File: config.mk
export PLATFORM = sky130hd
export DESIGN_NAME = vote_input_debouncer
export DESIGN_NICKNAME = d
export VERILOG_FILES = /design/src/rtl/vote_pkg.sv /design/src/rtl/debounce_channel.sv /design/src/rtl/vote_input_debouncer.sv
export SDC_FILE = /design/constraint.sdc
export NUM_CORES = 1
export LEC_CHECK = 0
export CORE_AREA = 2 2 87 89
export CTS_CLUSTER_SIZE = 10
export DETAILED_ROUTE_END_ITERATION = 8
export DIE_AREA = 0 0 89 91
export PLACE_DENSITY_LB_ADDON = 0.1
export SETUP_SLACK_MARGIN = 0.3
export SYNTH_ARGS = -nofsm -noshare
export SYNTH_HDL_FRONTEND = slang
export SYNTH_HIERARCHICAL = 1
export SYNTH_SLANG_ARGS = --single-unit
File: constraint.sdc
create_clock -name clk -period 1.57 [get_ports clk]
set_input_delay 0.157 -clock clk [delete_from_list [all_inputs] [get_ports clk]]
set_output_delay 0.157 -clock clk [all_outputs]
set_load 0.005 [all_outputs]
File: src/rtl/vote_pkg.sv
// Shared definitions for the majority-vote front end and its consumers.
//   N_VOTE     : number of voter channels feeding majority_vote
//   ch_state_t : per-channel debounce state
package vote_pkg;

  localparam int N_VOTE = 3;

  typedef enum logic {
    ST_STABLE   = 1'b0,
    ST_CHANGING = 1'b1
  } ch_state_t;

endpackage

File: src/rtl/debounce_channel.sv
// One voter channel: 2-FF synchroniser, debounce FSM and run-length counter.
// A new input level is accepted only after it has been seen on the
// synchronised input for DEBOUNCE_CYCLES consecutive cycles.
// Ports:
//   clk      in   system clock, rising edge
//   rst      in   synchronous, active-high reset
//   raw_i    in   asynchronous raw switch/button level
//   x_o      out  debounced level
//   rise_o   out  1-cycle strobe on an accepted 0->1 change
//   fall_o   out  1-cycle strobe on an accepted 1->0 change
//   stable_o out  1 while the FSM is in ST_STABLE
module debounce_channel
  import vote_pkg::*;
#(
  parameter int DEBOUNCE_CYCLES = 1000
) (
  input  logic clk,
  input  logic rst,
  input  logic raw_i,
  output logic x_o,
  output logic rise_o,
  output logic fall_o,
  output logic stable_o
);

  localparam int              CNT_W    = $clog2(DEBOUNCE_CYCLES);
  localparam logic [CNT_W-1:0] CNT_LAST = CNT_W'(DEBOUNCE_CYCLES - 1);

  logic             s1_q, s2_q;
  ch_state_t        state_q, state_d;
  logic [CNT_W-1:0] cnt_q, cnt_d;
  logic             x_q, x_d;
  logic             rise_q, rise_d;
  logic             fall_q, fall_d;
  logic             mismatch;

  // NOTE: every register here uses non-blocking assignment so all flops
  // update together on the edge; blocking would collapse s1/s2 into one stage.
  always_ff @(posedge clk) begin
    if (rst) begin
      s1_q    <= 1'b0;
      s2_q    <= 1'b0;
      state_q <= ST_STABLE;
      cnt_q   <= '0;
      x_q     <= 1'b0;
      rise_q  <= 1'b0;
      fall_q  <= 1'b0;
    end else begin
      // Two-stage synchroniser: only s2_q is allowed to reach the FSM.
      s1_q    <= raw_i;
      s2_q    <= s1_q;
      state_q <= state_d;
      cnt_q   <= cnt_d;
      x_q     <= x_d;
      rise_q  <= rise_d;
      fall_q  <= fall_d;
    end
  end

  assign mismatch = s2_q ^ x_q;

  // NOTE: every output of this block gets a default first, so no path
  // through the case leaves a signal unassigned and no latch is inferred.
  always_comb begin
    state_d = state_q;
    cnt_d   = cnt_q;
    x_d     = x_q;
    rise_d  = 1'b0;
    fall_d  = 1'b0;

    case (state_q)
      ST_STABLE: begin
        cnt_d = '0;
        if (mismatch) begin
          state_d = ST_CHANGING;
          cnt_d   = CNT_W'(1);
        end
      end

      ST_CHANGING: begin
        if (!mismatch) begin
          // Input returned before the run completed: treat as a glitch.
          state_d = ST_STABLE;
          cnt_d   = '0;
        end else if (cnt_q == CNT_LAST) begin
          // This is the DEBOUNCE_CYCLES-th consecutive mismatch: commit.
          state_d = ST_STABLE;
          cnt_d   = '0;
          x_d     = s2_q;
          rise_d  = s2_q;
          fall_d  = ~s2_q;
        end else begin
          cnt_d = cnt_q + CNT_W'(1);
        end
      end

      default: begin
        state_d = ST_STABLE;
        cnt_d   = '0;
      end
    endcase
  end

  assign x_o      = x_q;
  assign rise_o   = rise_q;
  assign fall_o   = fall_q;
  assign stable_o = (state_q == ST_STABLE);

endmodule

File: src/rtl/vote_input_debouncer.sv
// Front end for majority_vote: replicates one debounce_channel per voter
// input and reports when every channel is settled.
// Ports:
//   clk        in   system clock, rising edge
//   rst        in   synchronous, active-high reset
//   raw_i      in   N_CH asynchronous raw inputs (bit0->x0, bit1->x1, ...)
//   x_o        out  N_CH debounced levels for majority_vote
//   rise_o     out  N_CH 1-cycle strobes on accepted 0->1 changes
//   fall_o     out  N_CH 1-cycle strobes on accepted 1->0 changes
//   settled_o  out  1 when every channel is in ST_STABLE
module vote_input_debouncer
  import vote_pkg::*;
#(
  parameter int N_CH            = N_VOTE,
  parameter int DEBOUNCE_CYCLES = 1000
) (
  input  logic            clk,
  input  logic            rst,
  input  logic [N_CH-1:0] raw_i,
  output logic [N_CH-1:0] x_o,
  output logic [N_CH-1:0] rise_o,
  output logic [N_CH-1:0] fall_o,
  output logic            settled_o
);

  logic [N_CH-1:0] stable_w;

  for (genvar i = 0; i < N_CH; i++) begin : g_ch
    debounce_channel #(
      .DEBOUNCE_CYCLES(DEBOUNCE_CYCLES)
    ) u_ch (
      .clk     (clk),
      .rst     (rst),
      .raw_i   (raw_i[i]),
      .x_o     (x_o[i]),
      .rise_o  (rise_o[i]),
      .fall_o  (fall_o[i]),
      .stable_o(stable_w[i])
    );
  end

  assign settled_o = &stable_w;

endmodule

==> reports/summary.txt <==
Result of the run: finished, final reports clean
Sort of element at the start of the critical path: flop
Cts bufs inserted: 5
Hpwl dp: 2.81 mm
Sw Ratio: 19.6%
Setup slack of the critical path after layout: 0.210 ns
Core Box Area: 7140 sq um
CP endpoint kind: flop
Share of post-route cells with drive strength above 1: 41.4%
# hold bufs at CTS: 0
Cell accounting for the most synthesized area: dfxtp_1
Setup repair after global routing missed its margin: yes
Final critical path time including I/O delays and setup: 1.36 ns
Syn Area/Cell: 9.54 sq um
Sequential power share: 54.4%
Pre-CTS WS: 0.0624 ns
Starting Density: 29.0%
Most common cell after layout, fill and taps aside: nor2_1
Number of antenna violations at the first check in global routing: 0
Peak supply drop: 348 uV
Peak clock frequency supported by timing: 735 MHz
Inst Count DP: 335
Sum of negative setup slack: 0 ns
Flip-flop cell with the highest count after synthesis: dfxtp_1
# rows: 31
CTS tree: done
Layout Skew: 0.00465 ns
Max-slew headroom: 82.9%
PortBufs: 14
Combinational fraction of design power: 2.4%
Number of remaining DRC errors: 0
Post-synth EDFFs: 0
Leakage power summed over all cells: 0.00113 uW
Number of H-tree levels: 2
Path category of the worst min-delay check: input pin to flop
Remaining antenna violation count: 0
Share of synthesized area occupied by flip-flops and latches: 46.4%
Max-cap violation count: 0
Number of cells in the finished layout apart from fillers: 365
Critical-path cell list: ha_4 -> nand4b_4 -> buf_4 -> nor2_4 -> nor2_1 -> o311a_1
Proportion of power drawn by the clock network: 43.2%
Max stage delay cell, worst path: dfxtp_4
Crit Path Max Fanout: 4
Area Growth Syn to Fin: 39.3%
Count of cell types in the netlist: 28
Synth Net Count: 225
Sw power: 442 uW
Vert. Die Dim: 91 um
Number of nets in the layout: 273
Average vias per placed instance: 4.34
Final worst hold slack: 0.402 ns
Pin count of the biggest net entering global routing: 16
Post-route fraction of the period consumed by the critical path: 86.6%
ANT cells: 0
Crit path buffers/inverters: 1
Aggregate global-route resource usage: 11.0%
First-pass iteration count of the detailed router: 4
Endpoints failing hold: 0
Slew Limit Fails: 0
Clock latency of the later-clocked register in the worst-skew pair: 0.30 ns
Final Core Density: 40.4%
Endpoint required time on the critical path: 1.76 ns
Internal power: 1820 uW
Netlist area before placement: 2070 sq um
Power density cells: 782 nW/um^2
Synthesis warning total: 6
Synth area leaders: dfxtp_1 46%, nor2_1 6.5%, xnor2_1 3.8%
Arrival time of data at the critical path endpoint: 1.55 ns
Total via count after detailed routing: 1585
Last weighted congestion value of the routability-driven placer: 0.685
Root cell of the clock tree: clkbuf_8
Async set-or-reset flop fraction in the synthesized netlist: 0%
Area fraction of the dominant cell type after synthesis: 46.4%
Routed Wire Length: 4.04 mm
Vias in the first global route: 1541
Avg WL per Cell: 11.1 um
Clock slew seen by the registers of the worst setup and hold paths: 0.09 ns
Width of the die: 89 um
Number of cells produced by synthesis: 217
Flop and latch count out of synthesis: 48
Number of top-level design ports: 15
Clock Path Buffers: 2
Congestion Overflow GR: 0
Total Die Area: 8100 sq um
Setup Crit Path Kind: flop to flop
Global-route wire length before repair: 7.02 mm
Commonest cells after routing, fill and taps aside: 32 x nor2_1, 28 x buf_4, 24 x dfxtp_1
Largest delay contributor family on the critical path: flip-flops
Slew at the pin with the worst max-slew slack: 0.254 ns
Starting DRT DRC Count: 53
Setup Viol. Count Final: 0
Delay of the slowest cell on the worst path: 0.37 ns
Clock sink count: 48
[flip-flops by register name (all words and copies together), names as in the netlist]
signal / count
g_ch.u_ch/cnt_q: 30
g_ch.u_ch/x_o: 3
g_ch.u_ch/state_q: 3
g_ch.u_ch/s2_q: 3
g_ch.u_ch/s1_q: 3
g_ch.u_ch/fall_o: 3
g_ch.u_ch/rise_o: 3
[worst paths after layout]
check / cells after the start / slack [ns] / end / from
worst max-delay path: 6 / 0.21 / g_ch[0].u_ch/cnt_q[9] / g_ch[0].u_ch/cnt_q[0]
worst min-delay path: 2 / 0.40 / g_ch[1].u_ch/s1_q / raw_i[1]
worst max register to register: 6 / 0.21 / g_ch[0].u_ch/cnt_q[9] / g_ch[0].u_ch/cnt_q[0]
worst min register to register: 1 / 0.44 / g_ch[2].u_ch/s2_q / g_ch[2].u_ch/s1_q
[worst register-to-register path, delay by kind of cell (launching register included)]
kind                     cells  cell delay (ns)
flip-flops                   1             0.37
AO/OA/AOI/OAI                1             0.28
AND/OR/NAND/NOR              3             0.28
buffers and inverters        1             0.17
adder cells (fa/ha/maj)      1             0.14
[stage by stage]
step / instance area, sq um / total power (uW)
5_1_grt: 2890 / 2350
3_5_place_dp: 2440 / 1310
6_report: 2890 / 2260
2_1_floorplan: 2120 / 1280
4_1_cts: 2750 / 2310
3_3_place_gp: 2440 / 1310
[routing by layer]
metal	track usage, %	wire (um)
met1	14.5	2040
met2	17.1	1850
met3	3.00	101
met4	4.10	50
met5	0	0
[repair_timing]
action,4_1_cts,5_1_grt
pin swaps,16,21
setup endpoints to repair,36,35
setup buffers,17,5
gates resized for setup,36,33
[kinds of logic (layout without fill, tap and decap cells)]
| group | after synthesis | in the layout | synth area share (%) |
|---|---|---|---|
| flip-flops | 48 | 48 | 46.4 |
| XOR/XNOR | 18 | 18 | 7.61 |
| adder cells (fa/ha/maj) | 3 | 3 | 1.81 |
| AND/OR/NAND/NOR | 103 | 103 | 30.8 |
| multiplexers | 3 | 3 | 1.45 |
| AO/OA/AOI/OAI | 24 | 24 | 8.52 |
| buffers and inverters | 18 | 67 | 3.44 |
[synthesized netlist by cell type (6+ instances only)]
library cell / instances
nand4_1: 6
xor2_1: 9
nand3_1: 12
nor3b_1: 6
nand2_1: 9
xnor2_1: 9
nor2_1: 36
inv_1: 15
a21oi_1: 9
nor2b_1: 9
dfxtp_1: 48
[power groups by stage]
| stage | combinational (uW) | sequential, uW | clock, uW |
|---|---|---|---|
| 6_report | 54.9 | 1230 | 974 |
| 5_1_grt | 60.3 | 1230 | 1060 |
| 4_1_cts | 54.9 | 1230 | 1020 |
| 3_5_place_dp | 47.8 | 1270 | 0 |
| 3_3_place_gp | 47.7 | 1270 | 0 |
| 2_1_floorplan | 19.4 | 1260 | 0 |
[cell type report]
cell class	instances	area (sq um)
Clock buffer	7	96.3
Timing Repair Buffer	44	373
Multi-Input combinational cell	151	1200
Tap cell	99	124
Clock inverter	1	30.0
Fill cell	753	4250
Inverter	15	56.3
Sequential cell	48	1010
Note: power is estimated with default switching activity, not from simulation.
